$ cat config.mk
export PLATFORM = sky130hd
export DESIGN_NAME = sync_fifo_fwft
export DESIGN_NICKNAME = d
export VERILOG_FILES = /design/src/rtl/sync_fifo_fwft.sv
export SDC_FILE = /design/constraint.sdc
export NUM_CORES = 1
export LEC_CHECK = 0
export BUFFER_PORTS_ARGS = -buffer_cell sky130_fd_sc_hd__buf_2
export CORE_ASPECT_RATIO = 0.75
export CORE_MARGIN = 10
export CORE_UTILIZATION = 50
export CTS_BUF_LIST = sky130_fd_sc_hd__clkbuf_8
export CTS_CLUSTER_SIZE = 16
export DETAILED_ROUTE_END_ITERATION = 10
export PLACE_DENSITY = 0.69
export SYNTH_ARGS = -nofsm -noshare
export SYNTH_HDL_FRONTEND = slang
export SYNTH_SLANG_ARGS = --single-unit
$ cat constraint.sdc
create_clock -name clk -period 4.31 [get_ports clk]
set_input_delay 0.2155 -clock clk [delete_from_list [all_inputs] [get_ports clk]]
set_output_delay 0.2155 -clock clk [all_outputs]
set_load 0.03 [all_outputs]
$ cat src/rtl/sync_fifo_fwft.sv
`default_nettype none
// ---------------------------------------------------------------------------
// sync_fifo_fwft : single-clock FIFO, watermarks, sticky errors, FWFT option
// Rev 1.0
// ---------------------------------------------------------------------------
module sync_fifo_fwft #(
  parameter int DSIZE     = 8,
  parameter int ASIZE     = 3,
  parameter int AFULL_TH  = (1 << ASIZE) - 2,
  parameter int AEMPTY_TH = 1,
  parameter bit FWFT      = 1'b0
) (
  input  logic             clk,
  input  logic             rst_n,
  input  logic             flush,
  input  logic             winc,
  input  logic [DSIZE-1:0] wdata,
  input  logic             rinc,
  output logic [DSIZE-1:0] rdata,
  output logic             wfull,
  output logic             rempty,
  output logic             walmost_full,
  output logic             ralmost_empty,
  output logic [ASIZE:0]   count,
  output logic             overflow,
  output logic             underflow
);

  localparam int             DEPTH       = 1 << ASIZE;
  localparam logic [ASIZE:0] c_depth     = (ASIZE+1)'(DEPTH);
  localparam logic [ASIZE:0] c_afull_th  = (ASIZE+1)'(AFULL_TH);
  localparam logic [ASIZE:0] c_aempty_th = (ASIZE+1)'(AEMPTY_TH);
  localparam logic           c_afull_rst = (AFULL_TH == 0);

  logic [DSIZE-1:0] mem_q [DEPTH];
  logic [ASIZE-1:0] wptr_q, wptr_d, rptr_q, rptr_d;
  logic [ASIZE:0]   count_q, count_d;
  logic             wfull_q, rempty_q, afull_q, aempty_q;
  logic             ovf_q, ovf_d, unf_q, unf_d;
  logic             w_wr_acc, w_rd_acc;

  // Acceptance uses the registered flags, so a full FIFO still pops on winc&&rinc.
  assign w_wr_acc = winc && !wfull_q  && !flush;
  assign w_rd_acc = rinc && !rempty_q && !flush;

  always_comb begin
    wptr_d  = wptr_q;
    rptr_d  = rptr_q;
    count_d = count_q;
    ovf_d   = ovf_q;
    unf_d   = unf_q;
    if (flush) begin
      wptr_d  = '0;
      rptr_d  = '0;
      count_d = '0;
      ovf_d   = 1'b0;
      unf_d   = 1'b0;
    end else begin
      if (w_wr_acc) wptr_d = wptr_q + ASIZE'(1);
      if (w_rd_acc) rptr_d = rptr_q + ASIZE'(1);
      case ({w_wr_acc, w_rd_acc})
        2'b10:   count_d = count_q + (ASIZE+1)'(1);
        2'b01:   count_d = count_q - (ASIZE+1)'(1);
        default: count_d = count_q;
      endcase
      if (winc && wfull_q)  ovf_d = 1'b1;
      if (rinc && rempty_q) unf_d = 1'b1;
    end
  end

  always_ff @(posedge clk or negedge rst_n) begin
    if (!rst_n) begin
      wptr_q   <= '0;
      rptr_q   <= '0;
      count_q  <= '0;
      wfull_q  <= 1'b0;
      rempty_q <= 1'b1;
      afull_q  <= c_afull_rst;
      aempty_q <= 1'b1;
      ovf_q    <= 1'b0;
      unf_q    <= 1'b0;
    end else begin
      wptr_q   <= wptr_d;
      rptr_q   <= rptr_d;
      count_q  <= count_d;
      wfull_q  <= (count_d == c_depth);
      rempty_q <= (count_d == '0);
      afull_q  <= (count_d >= c_afull_th);
      aempty_q <= (count_d <= c_aempty_th);
      ovf_q    <= ovf_d;
      unf_q    <= unf_d;
    end
  end

  // Storage is not reset; emptiness is tracked solely by the pointers and count.
  always_ff @(posedge clk) begin
    if (w_wr_acc) mem_q[wptr_q] <= wdata;
  end

  generate
    if (FWFT) begin : g_fwft
      assign rdata = mem_q[rptr_q];
    end else begin : g_std
      logic [DSIZE-1:0] rdata_q;
      always_ff @(posedge clk or negedge rst_n) begin
        if (!rst_n)        rdata_q <= '0;
        else if (flush)    rdata_q <= '0;
        else if (w_rd_acc) rdata_q <= mem_q[rptr_q];
      end
      assign rdata = rdata_q;
    end
  endgenerate

  assign wfull         = wfull_q;
  assign rempty        = rempty_q;
  assign walmost_full  = afull_q;
  assign ralmost_empty = aempty_q;
  assign count         = count_q;
  assign overflow      = ovf_q;
  assign underflow     = unf_q;

endmodule
`default_nettype wire

==> reports/results.md, run 1 <==
| Metric | Value |
| --- | --- |
| Cell with the most instances on the worst path | ha_1 |
| RSZ-0062 raised after global routing | no |
| Mean Syn Cell Area | 16.6 um^2 |
| P_leak | 1.46 nW |
| Slowest-stage cell, CP | dfrtp_1 |
| Initial core utilization | 52.1% |
| Via count of the first global-routing pass | 1,962 |
| Number of synthesized flops with an enable pin | 64 |
| Iteration count of the initial detailed-routing pass | 4 |
| GP Congestion | 0.789 |
| Number of buffers created by CTS | 9 |
| Count of different cell masters after synthesis | 32 |
| Most used standard cell by instance count after synthesis | edfxtp_1 |
| Number of levels in the clock H-tree | 3 |
| Critical R2R Capture | wfull$_DFF_PN0_ |
| Adder-cell area share of the yosys netlist | 1.73% |
| Met2 wire length | 3.23 mm |
| Slew at the pin with the worst max-slew slack | 0.917 ns |
| Global-route wire length before repair | 10.8 mm |
| Antenna diode count | 0 |
| Hold WC Path Type | in2reg |
| Area growth from synthesis to final layout | 12.4% |
| Final max-slew violation count | 0 |
| Share of the synthesized area in compound gates (AO/OA/AOI/OAI) | 4.57% |
| Multiplexer fraction of the synthesized cell area | 13.3% |
| Share of synthesized flip-flops with an asynchronous set or reset | 27.3% |
| Flop and latch count out of synthesis | 88 |
| Filler cells | 543 |
| Data arrival, critical path | 2.87 ns |
| Io pins | 31 |
| Post-synth top area cell | edfxtp_1 |
| Clock tree from TritonCTS | yes |
| Share of cells above drive strength 1 | 29.0% |
| Initial DRC Count | 135 |
| Final Hold Fails | 0 |
| Number of instances in the synthesized netlist | 218 |
| Clock skew after layout | 0.00699 ns |
| Post-DR vias/cell | 5.34 |
| Sequential area share after synthesis | 69.9% |
| Die X | 118 um |
| Crit path capture type | flop |
| Worst Hold End | mem_q[1][6]$_DFFE_PP_ |
| Total instance count after detailed placement | 336 |
| Final layout net count | 268 |
| Maximum fanout encountered on the critical timing path | 8 |
| Setup TNS | 0 ns |
| Cell Area, Synth | 0.00361 mm^2 |
| XOR/XNOR share of the synthesized area | 1.70% |
| Number of warnings issued by yosys | 0 |
| Count of nets left with antenna violations after detail routing | 0 |
| Die height | 93.6 um |
| Non-Filler Instances | 353 |
| Post-route fraction of the period consumed by the critical path | 61.1% |
| Routed wire length per instance | 18.8 um |
| Most used standard cells in the synthesized netlist | edfxtp_1 (64), nor2_1 (30), dfrtp_1 (22), mux4_2 (16), mux2i_1 (11) |
| Number of buffers added on ports | 30 |
| Maximum resistive drop on vdd | 0.241 mV |
| Startpoint type of the worst setup path | flop |
| Worst Hold Margin | 0.130 ns |
| Synth Area in Simple Gates | 6.86% |
| Clock net sink count | 88 |
| Highest attainable clock frequency | 380 MHz |
| Relative slew slack | 38.6% |
| Detailed Route WL | 6.63 mm |
| Power per cell area | 429 mW/mm^2 |
| Met3 Wirelength | 509 um |
| Placeable core area | 0.00693 mm^2 |
| Number of setup buffers added after CTS | 0 |
| Run status | completed |
| Cell class contributing the biggest share of worst-path delay | multiplexers |
| Uppermost metal layer occupied by signal nets | met4 |
| HPWL reported at the end of detailed placement | 4.32 mm |
| Required time at the endpoint of the critical path | 4.54 ns |
| Area of the die | 0.0111 mm^2 |
| Reg2reg setup slack | 1.68 ns |
| Post-Synthesis Net Count | 236 |
| Clock latency reported for the late side of the worst-skew pair | 0.35 ns |
| Clock root buffer | clkbuf_8 |
| Maximum cell stage delay along the critical path | 0.41 ns |
| Number of antenna violations at the first check in global routing | 0 |
| Pin count of the biggest net entering global routing | 28 |
| Clk slew on worst S/H paths | 0.09 ns |
| Clock tree buffer depth | 2 |
| Portion of synthesized cell area occupied by the leading cell type | 53.2% |
| Vias after detailed routing | 1,884 |
| Worst path bufs/invs | 1 |
| Floorplan row count | 26 |
| Largest family of logic cells by synthesized area | multiplexers |
| Cell depth of the worst hold path | 1 |
| Kind of critical path | reg2reg |
| Series of cell instances along the critical path | nand2b_1, nor2_1, inv_1, ha_1, xor2_1, ha_1, a21oi_1, mux2_2, mux2i_1, nor4bb_1 |
| Number of DRC violations after detailed routing | 0 |
| Most frequently used flop master after synthesis | edfxtp_1 |
| Worst r2r path cells | 10 |
| Wire length the detailed router placed on met1 | 2.86 mm |
| Minimum clock period after layout | 2.63 ns |
| Worst hold path startpoint | wdata[6] |
| Final setup viols | 0 |
| Total grt overflow | 0 |
| Reg2Reg Launch Point | wfull$_DFF_PN0_ |
| Combined global-route utilization of all metal layers | 12.8% |
| Maxcap violations | 0 |
| Most area-consuming cells after synthesis | edfxtp_1 (53%), dfrtp_1 (15%), mux4_2 (10%), nor2_1 (3.1%), mux2i_1 (3.0%) |
area by class of cell:
cell class	instances	area, um^2	area share (%)
timing repair buffer	33	175	4.31
inverter	2	7.51	0.185
tap	98	123	3.02
clock inverter	7	77.6	1.91
sequential	88	2520	62.2
multi-input combinational	116	1030	25.3
clock buffer	9	124	3.05
flip-flops by register name, summed over array words and instances, names as in the netlist:
register and cells:
count 4, wptr_q 3, mem_q 64, underflow 1
wfull 1, rempty 1, ralmost_empty 1, overflow 1
rdata 8, walmost_full 1, rptr_q 3
routing by layer:
metal	track usage (%)	vias to the layer above
li1	-	887
met1	16.5	952
met2	19.8	43
met3	5.71	2
met4	2.77	0
met5	0	-
power breakdown:
| group | switching, mW | internal, mW |
|---|---|---|
| Combinational | 0.119 | 0.0845 |
| Sequential | 0.0318 | 0.941 |
| Clock | 0.292 | 0.274 |
worst register-to-register path: cells and delay by family (launching register included):
family          cells  cell delay, ns
flops               1            0.41
mux                 2            0.63
xor+xnor            1            0.20
simple gates        3            0.62
fa+ha+maj           2            0.46
buf+inv             1            0.08
compound gates      1            0.12
metrics by stage:
stage	total power, mW	cell area [um^2]	utilization, %	worst slack, ns
4_1_cts	1.76	4060	58.6	1.65
3_3_place_gp	1.19	3850	55.5	1.78
2_1_floorplan	1.13	3610	-	1.78
6_report	1.74	4060	58.6	1.68
5_1_grt	1.83	4060	58.6	1.47
3_5_place_dp	1.20	3850	55.5	1.68
cell usage in the layout, fill, tap and decap left out, types with 2 or more instances in the layout:
cell type,netlist,layout
edfxtp_1,64,64
inv_6,0,3
dfrtp_1,22,22
a21oi_1,6,6
inv_1,2,2
nor2_1,30,30
ha_1,5,5
nor3_2,0,2
buf_2,3,30
xnor2_1,3,3
clkbuf_8,0,9
dfstp_2,2,2
xor2_1,4,4
nand2_1,10,10
nand2b_1,4,4
mux4_2,16,16
nor2b_1,3,3
a211oi_1,9,9
mux2i_1,11,11
buf_4,3,2
logic make-up (layout without fill, tap and decap cells):
family / count (synthesis) / after routing
AOI/OAI and AO/OA: 22 / 22
xor gates and xnor gates: 7 / 7
adders and majority gates: 5 / 5
buffers and inverters: 14 / 51
DFF: 88 / 88
muxes: 28 / 28
and+or+nand+nor: 54 / 54
timing repair:
item | 4_1_cts | 5_1_grt
endpoints found under the hold margin | 22 | 0
endpoints found under the setup margin | 0 | 0
gates resized for setup | 0 | 0
hold buffers | 1 | 0
how the worst max path moves through the flow:
stage	slack (ns)	end	depth (start not counted)	start
global route	1.47	wfull$_DFF_PN0_	10	wfull$_DFF_PN0_
detailed placement	1.68	wfull$_DFF_PN0_	10	flush
floorplan	1.78	wfull$_DFF_PN0_	11	wfull$_DFF_PN0_
global placement	1.78	wfull$_DFF_PN0_	9	flush
CTS	1.65	wfull$_DFF_PN0_	10	wfull$_DFF_PN0_
finish	1.68	wfull$_DFF_PN0_	10	wfull$_DFF_PN0_
(Power assumes the default switching activity.)
==> inputs of run 2 (changes only) <==
Clock period 4.31 ns to 2.64 ns, I/O delays scaled along.
==> reports/results.md, run 2 (synthesized netlist as in run 1, its figures left out) <==
| Metric | Value |
| --- | --- |
| Number of DRC violations after detailed routing | 0 |
| Run status | completed |
| P_leak | 1.54 nW |
| Cell class contributing the biggest share of worst-path delay | multiplexers |
| Clock root buffer | clkbuf_8 |
| Worst path bufs/invs | 1 |
| Slew at the pin with the worst max-slew slack | 0.564 ns |
| Post-DP Area | 0.00394 mm^2 |
| Placeable core area | 0.00693 mm^2 |
| Internal Power | 2.12 mW |
| Number of levels in the clock H-tree | 3 |
| Via count of the first global-routing pass | 2,037 |
| HPWL reported at the end of detailed placement | 4.55 mm |
| Antenna diode count | 0 |
| Clk slew on worst S/H paths | 0.08 ns |
| Number of buffers created by CTS | 9 |
| Clock tree buffer depth | 2 |
| Total grt overflow | 0 |
| Relative slew slack | 62.4% |
| Switching share of total power | 24.8% |
| Highest attainable clock frequency | 402 MHz |
| Area growth from synthesis to final layout | 15.3% |
| Final max-slew violation count | 0 |
| Sequential fraction of design power | 55.6% |
| Post-route design area | 0.00417 mm^2 |
| Maximum resistive drop on vdd | 0.403 mV |
| Non-Filler Instances | 366 |
| Number of setup buffers added after CTS | 0 |
| Flip-flop count of the largest register, all copies and words added | 64 |
| Post-layout total power | 2.82 mW |
| Post-route fraction of the period consumed by the critical path | 94.2% |
| Final setup viols | 0 |
| Series of cell instances along the critical path | nand2b_1, nor2_1, inv_1, ha_1, xor2_1, ha_1, a21oi_1, mux2_2, mux2i_2, nor4bb_4 |
| Io pins | 31 |
| Combined global-route utilization of all metal layers | 13.0% |
| Register ranked first by flip-flop count | mem_q |
| Initial DRC Count | 104 |
| Maxcap violations | 0 |
| Post-DR vias/cell | 5.33 |
| Clock latency reported for the late side of the worst-skew pair | 0.35 ns |
| Maximum cell stage delay along the critical path | 0.41 ns |
| Total net switching power | 699 uW |
| Power per cell area | 677 mW/mm^2 |
| Area of the die | 0.0111 mm^2 |
| Clock power frac | 31.0% |
| Minimum clock period after layout | 2.49 ns |
| Required time at the endpoint of the critical path | 2.90 ns |
| Number of buffers added on ports | 30 |
| Final Hold Fails | 0 |
| Detailed Route WL | 6.80 mm |
| Slowest-stage cell, CP | dfrtp_1 |
| Share of cells above drive strength 1 | 32.1% |
| Clock skew after layout | 0.00803 ns |
| Initial core utilization | 52.1% |
| GP Congestion | 0.711 |
| Logic gate share of total power | 13.4% |
| Die height | 93.6 um |
| Final layout net count | 282 |
| Data arrival, critical path | 2.75 ns |
| Worst Hold Margin | 0.0373 ns |
| Clock tree from TritonCTS | yes |
| Die X | 118 um |
| Floorplan row count | 26 |
| Maximum fanout encountered on the critical timing path | 4 |
| Hold WC Path Type | in2reg |
| Cell with the most instances on the worst path | ha_1 |
| Setup TNS | 0 ns |
| Pin count of the biggest net entering global routing | 25 |
| Kind of critical path | reg2reg |
| Vias after detailed routing | 1,950 |
| Global-route wire length before repair | 11.1 mm |
| Total instance count after detailed placement | 349 |
| Clock net sink count | 88 |
| Leading cell type in the layout, fill and taps excluded | edfxtp_1 |
| Number of antenna violations at the first check in global routing | 0 |
| Most frequent cells in the layout | edfxtp_1 (64), nor2_1 (30), buf_2 (30) |
| Crit path capture type | flop |
| Startpoint type of the worst setup path | flop |
| Count of nets left with antenna violations after detail routing | 0 |
| Iteration count of the initial detailed-routing pass | 4 |
| Routed wire length per instance | 18.6 um |
run 2: changes by cell type in the layout (fill, tap and decap cells not counted), sizes merged:
| cell | previous run | this run |
|---|---|---|
| buf | 32 | 45 |
| clkinvlp | 1 | 2 |
| dlygate4sd3 | 1 | 2 |
| inv | 5 | 3 |
run 2: path summary, 6_finish.rpt:
| check | start | end | slack, ns | cells after the start |
|---|---|---|---|---|
| min in group asynchronous | rst_n | rdata[2]$_DFFE_PN0P_ | 0.30 | 2 |
| worst max register to register | wfull$_DFF_PN0_ | wfull$_DFF_PN0_ | 0.15 | 10 |
| max in group asynchronous | rst_n | rempty$_DFF_PN1_ | 1.97 | 2 |
| worst max-delay path | wfull$_DFF_PN0_ | wfull$_DFF_PN0_ | 0.15 | 10 |
| worst min-delay path | rinc | underflow$_DFFE_PN0P_ | 0.04 | 3 |
| worst min register to register | underflow$_DFFE_PN0P_ | underflow$_DFFE_PN0P_ | 0.49 | 2 |
run 2: cell type report:
class	instances	area (um^2)
fill	537	2760
sequential	88	2520
multi-input combinational	116	1040
timing repair buffer	47	283
clock buffer	9	124
tap	98	123
clock inverter	6	62.6
inverter	2	7.51
run 2: timing repair:
action	CTS	global route
hold endpoints to repair	23	0
hold buffers	2	0
endpoints found under the setup margin	0	1
gates resized for setup	0	4
run 2: worst register-to-register path, delay by kind of cell, from the launching register on:
family / cells / cell delay, ns
and+or+nand+nor: 3 / 0.55
buffers and inverters: 1 / 0.08
muxes: 2 / 0.68
AOI/OAI and AO/OA: 1 / 0.12
adders and majority gates: 2 / 0.39
xor gates and xnor gates: 1 / 0.16
DFF: 1 / 0.41
run 2: power groups by stage:
stage / Clock (mW) / Combinational (mW) / Sequential (mW)
CTS: 0.894 / 0.372 / 1.57
global placement: 0 / 0.364 / 1.60
detailed placement: 0 / 0.369 / 1.60
finish: 0.872 / 0.378 / 1.57
floorplan: 0 / 0.200 / 1.65
global route: 0.955 / 0.414 / 1.57
run 2: metal layers:
| metal | vias to the layer above | part of all wire (%) | global-route usage, % |
|---|---|---|---|
| met5 | - | 0 | 0 |
| met4 | 0 | 1.6 | 4.21 |
| li1 | 917 | - | - |
| met2 | 31 | 48 | 20.8 |
| met1 | 992 | 46 | 16.0 |
| met3 | 10 | 4.4 | 4.92 |
run 2: metrics by stage:
stage	worst slack, ns	utilization [%]
final	0.153	60.1
after global routing	-0.000123	60.1
after CTS	0.155	59.8
after detailed placement	0.181	56.8
after global placement	0.226	56.8
after floorplan	0.106	-
==> inputs of run 3 (changes only) <==
--- a/config.mk
+++ b/config.mk
@@ -8,7 +8,7 @@
 export BUFFER_PORTS_ARGS = -buffer_cell sky130_fd_sc_hd__buf_2
 export CORE_ASPECT_RATIO = 0.75
-export CORE_MARGIN = 10
+export CORE_MARGIN = 4
 export CORE_UTILIZATION = 50
-export CTS_BUF_LIST = sky130_fd_sc_hd__clkbuf_8
+export CTS_BUF_LIST = sky130_fd_sc_hd__clkbuf_4 sky130_fd_sc_hd__clkbuf_8
 export CTS_CLUSTER_SIZE = 16
 export DETAILED_ROUTE_END_ITERATION = 10
==> constraint.sdc (replaced) <==
create_clock -name clk -period 2.64 [get_ports clk]
set_input_delay 0.528 -clock clk [delete_from_list [all_inputs] [get_ports clk]]
set_output_delay 0.528 -clock clk [all_outputs]
set_load 0.03 [all_outputs]
==> reports/results.md, run 3 (synthesized netlist as in run 1, its figures left out) <==
| Metric | Value |
| --- | --- |
| Total grt overflow | 0 |
| Hold WC Path Type | in2async |
| Slowest-stage cell, CP | dfrtp_1 |
| Filler cells | 524 |
| Clock root buffer | clkbuf_8 |
| Io pins | 31 |
| Maximum cell stage delay along the critical path | 0.42 ns |
| Pin count of the biggest net entering global routing | 25 |
| Crit path capture type | flop |
| Maximum resistive drop on vdd | 0.325 mV |
| Startpoint type of the worst setup path | flop |
| Maximum fanout encountered on the critical timing path | 4 |
| Routed wire length per instance | 17.4 um |
| Cell with the most instances on the worst path | ha_1 |
| Antenna diode count | 0 |
| Setup slack of the critical path after layout | 0.179 ns |
| Clock latency reported for the late side of the worst-skew pair | 0.35 ns |
| Share of cells above drive strength 1 | 33.0% |
| Initial core utilization | 52.1% |
| HPWL reported at the end of detailed placement | 4.13 mm |
| Number of levels in the clock H-tree | 3 |
| Final Hold Fails | 0 |
| Required time at the endpoint of the critical path | 2.88 ns |
| Reg2reg setup slack | 0.18 ns |
| Non-Filler Instances | 365 |
| Flip-flop count of the largest register, all copies and words added | 64 |
| Data arrival, critical path | 2.70 ns |
| Kind of critical path | reg2reg |
| Setup Slack @ Placement | 0.0794 ns |
| Most frequent cells in the layout | edfxtp_1 (64), buf_2 (30), nor2_1 (29) |
| Vias after detailed routing | 1,927 |
| Total instance count after detailed placement | 349 |
| Clock tree buffer depth | 2 |
| Initial DRC Count | 75 |
| Post-route design area | 0.00416 mm^2 |
| Post-DP Area | 0.00394 mm^2 |
| Area of the die | 0.00866 mm^2 |
| Final layout net count | 280 |
| Detailed Route WL | 6.34 mm |
| Final max-slew violation count | 0 |
| Post-DR vias/cell | 5.28 |
| Area taken by flip-flops and latches | 0.00252 mm^2 |
| Area growth from synthesis to final layout | 15.2% |
| Worst setup startpoint | wfull$_DFF_PN0_ |
| Number of antenna violations at the first check in global routing | 0 |
| Global-route wire length before repair | 9.95 mm |
| Relative slew slack | 61.2% |
| Final setup viols | 0 |
| Clock tree from TritonCTS | yes |
| Critical R2R Capture | wfull$_DFF_PN0_ |
| Series of cell instances along the critical path | nand2b_1, nor2_2, inv_1, ha_1, xor2_1, ha_1, a21oi_1, mux2_2, mux2i_4, nor4bb_2 |
| Clk slew on worst S/H paths | 0.09 ns |
| Via count of the first global-routing pass | 1,875 |
| Slew at the pin with the worst max-slew slack | 0.582 ns |
| Post-layout total power | 2.85 mW |
| Number of setup buffers added after CTS | 0 |
| Die height | 81.6 um |
| Floorplan row count | 26 |
| Combined global-route utilization of all metal layers | 16.0% |
| Number of buffers created by CTS | 9 |
| P_leak | 1.52 nW |
| Number of buffers added on ports | 30 |
| Multi-input gate area | 0.00104 mm^2 |
| Clock net sink count | 88 |
| Count of nets left with antenna violations after detail routing | 0 |
| Clock skew after layout | 0.0108 ns |
| Maxcap violations | 0 |
| Placeable core area | 0.00693 mm^2 |
| Register ranked first by flip-flop count | mem_q |
| Reg2Reg Launch Point | wfull$_DFF_PN0_ |
| Leading cell type in the layout, fill and taps excluded | edfxtp_1 |
| Die X | 106 um |
| Number of DRC violations after detailed routing | 0 |
| Post-route fraction of the period consumed by the critical path | 93.2% |
| GP Congestion | 0.762 |
| Minimum clock period after layout | 2.46 ns |
| Highest attainable clock frequency | 406 MHz |
| Run status | completed |
| Worst r2r path cells | 10 |
| Iteration count of the initial detailed-routing pass | 4 |
| Power per cell area | 685 mW/mm^2 |
==> run 3: power breakdown <==
group,internal (mW),switching (mW)
Sequential,1.54,0.0297
Combinational,0.151,0.219
Clock,0.445,0.470
==> run 3: worst max path at each step <==
stage,end,slack (ns)
CTS,wfull$_DFF_PN0_,0.14
detailed placement,wfull$_DFF_PN0_,0.08
floorplan,wfull$_DFF_PN0_,0.03
global placement,wfull$_DFF_PN0_,0.10
global route,wfull$_DFF_PN0_,-0.01
finish,wfull$_DFF_PN0_,0.18
==> run 3: area by class of cell <==
class	instances	area share, %
timing repair buffer	45	6.31
multi-input combinational	116	25.0
tap	98	2.95
inverter	2	0.180
clock inverter	7	1.92
sequential	88	60.7
clock buffer	9	2.98
==> run 3: what timing repair did <==
item,4_1_cts,5_1_grt
resized for setup,0,4
hold buffers,0,0
setup endpoints to repair,0,1
==> run 3: critical path: cells and delay by family, from the launching register on <==
kind / cells / cell delay (ns)
compound gates: 1 / 0.13
xor+xnor: 1 / 0.16
fa+ha+maj: 2 / 0.40
buf+inv: 1 / 0.08
flops: 1 / 0.42
mux: 2 / 0.61
simple gates: 3 / 0.55
==> run 3: metal layers <==
| layer | GRT usage (%) | share of wire (%) |
|---|---|---|
| met1 | 21.4 | 47 |
| met2 | 25.5 | 48 |
| met3 | 5.03 | 4.2 |
| met4 | 4.66 | 0.87 |
| met5 | 0 | 0 |
==> run 3: metrics by stage <==
stage                     hold slack, ns  setup TNS [ns]  utilization, %
final                              0.162               0            60.1
after global placement             0.476               0            56.8
after global routing               0.188         -0.0116            60.1
after floorplan                    0.232               0               -
after detailed placement           0.489               0            56.8
after CTS                          0.171               0            59.8
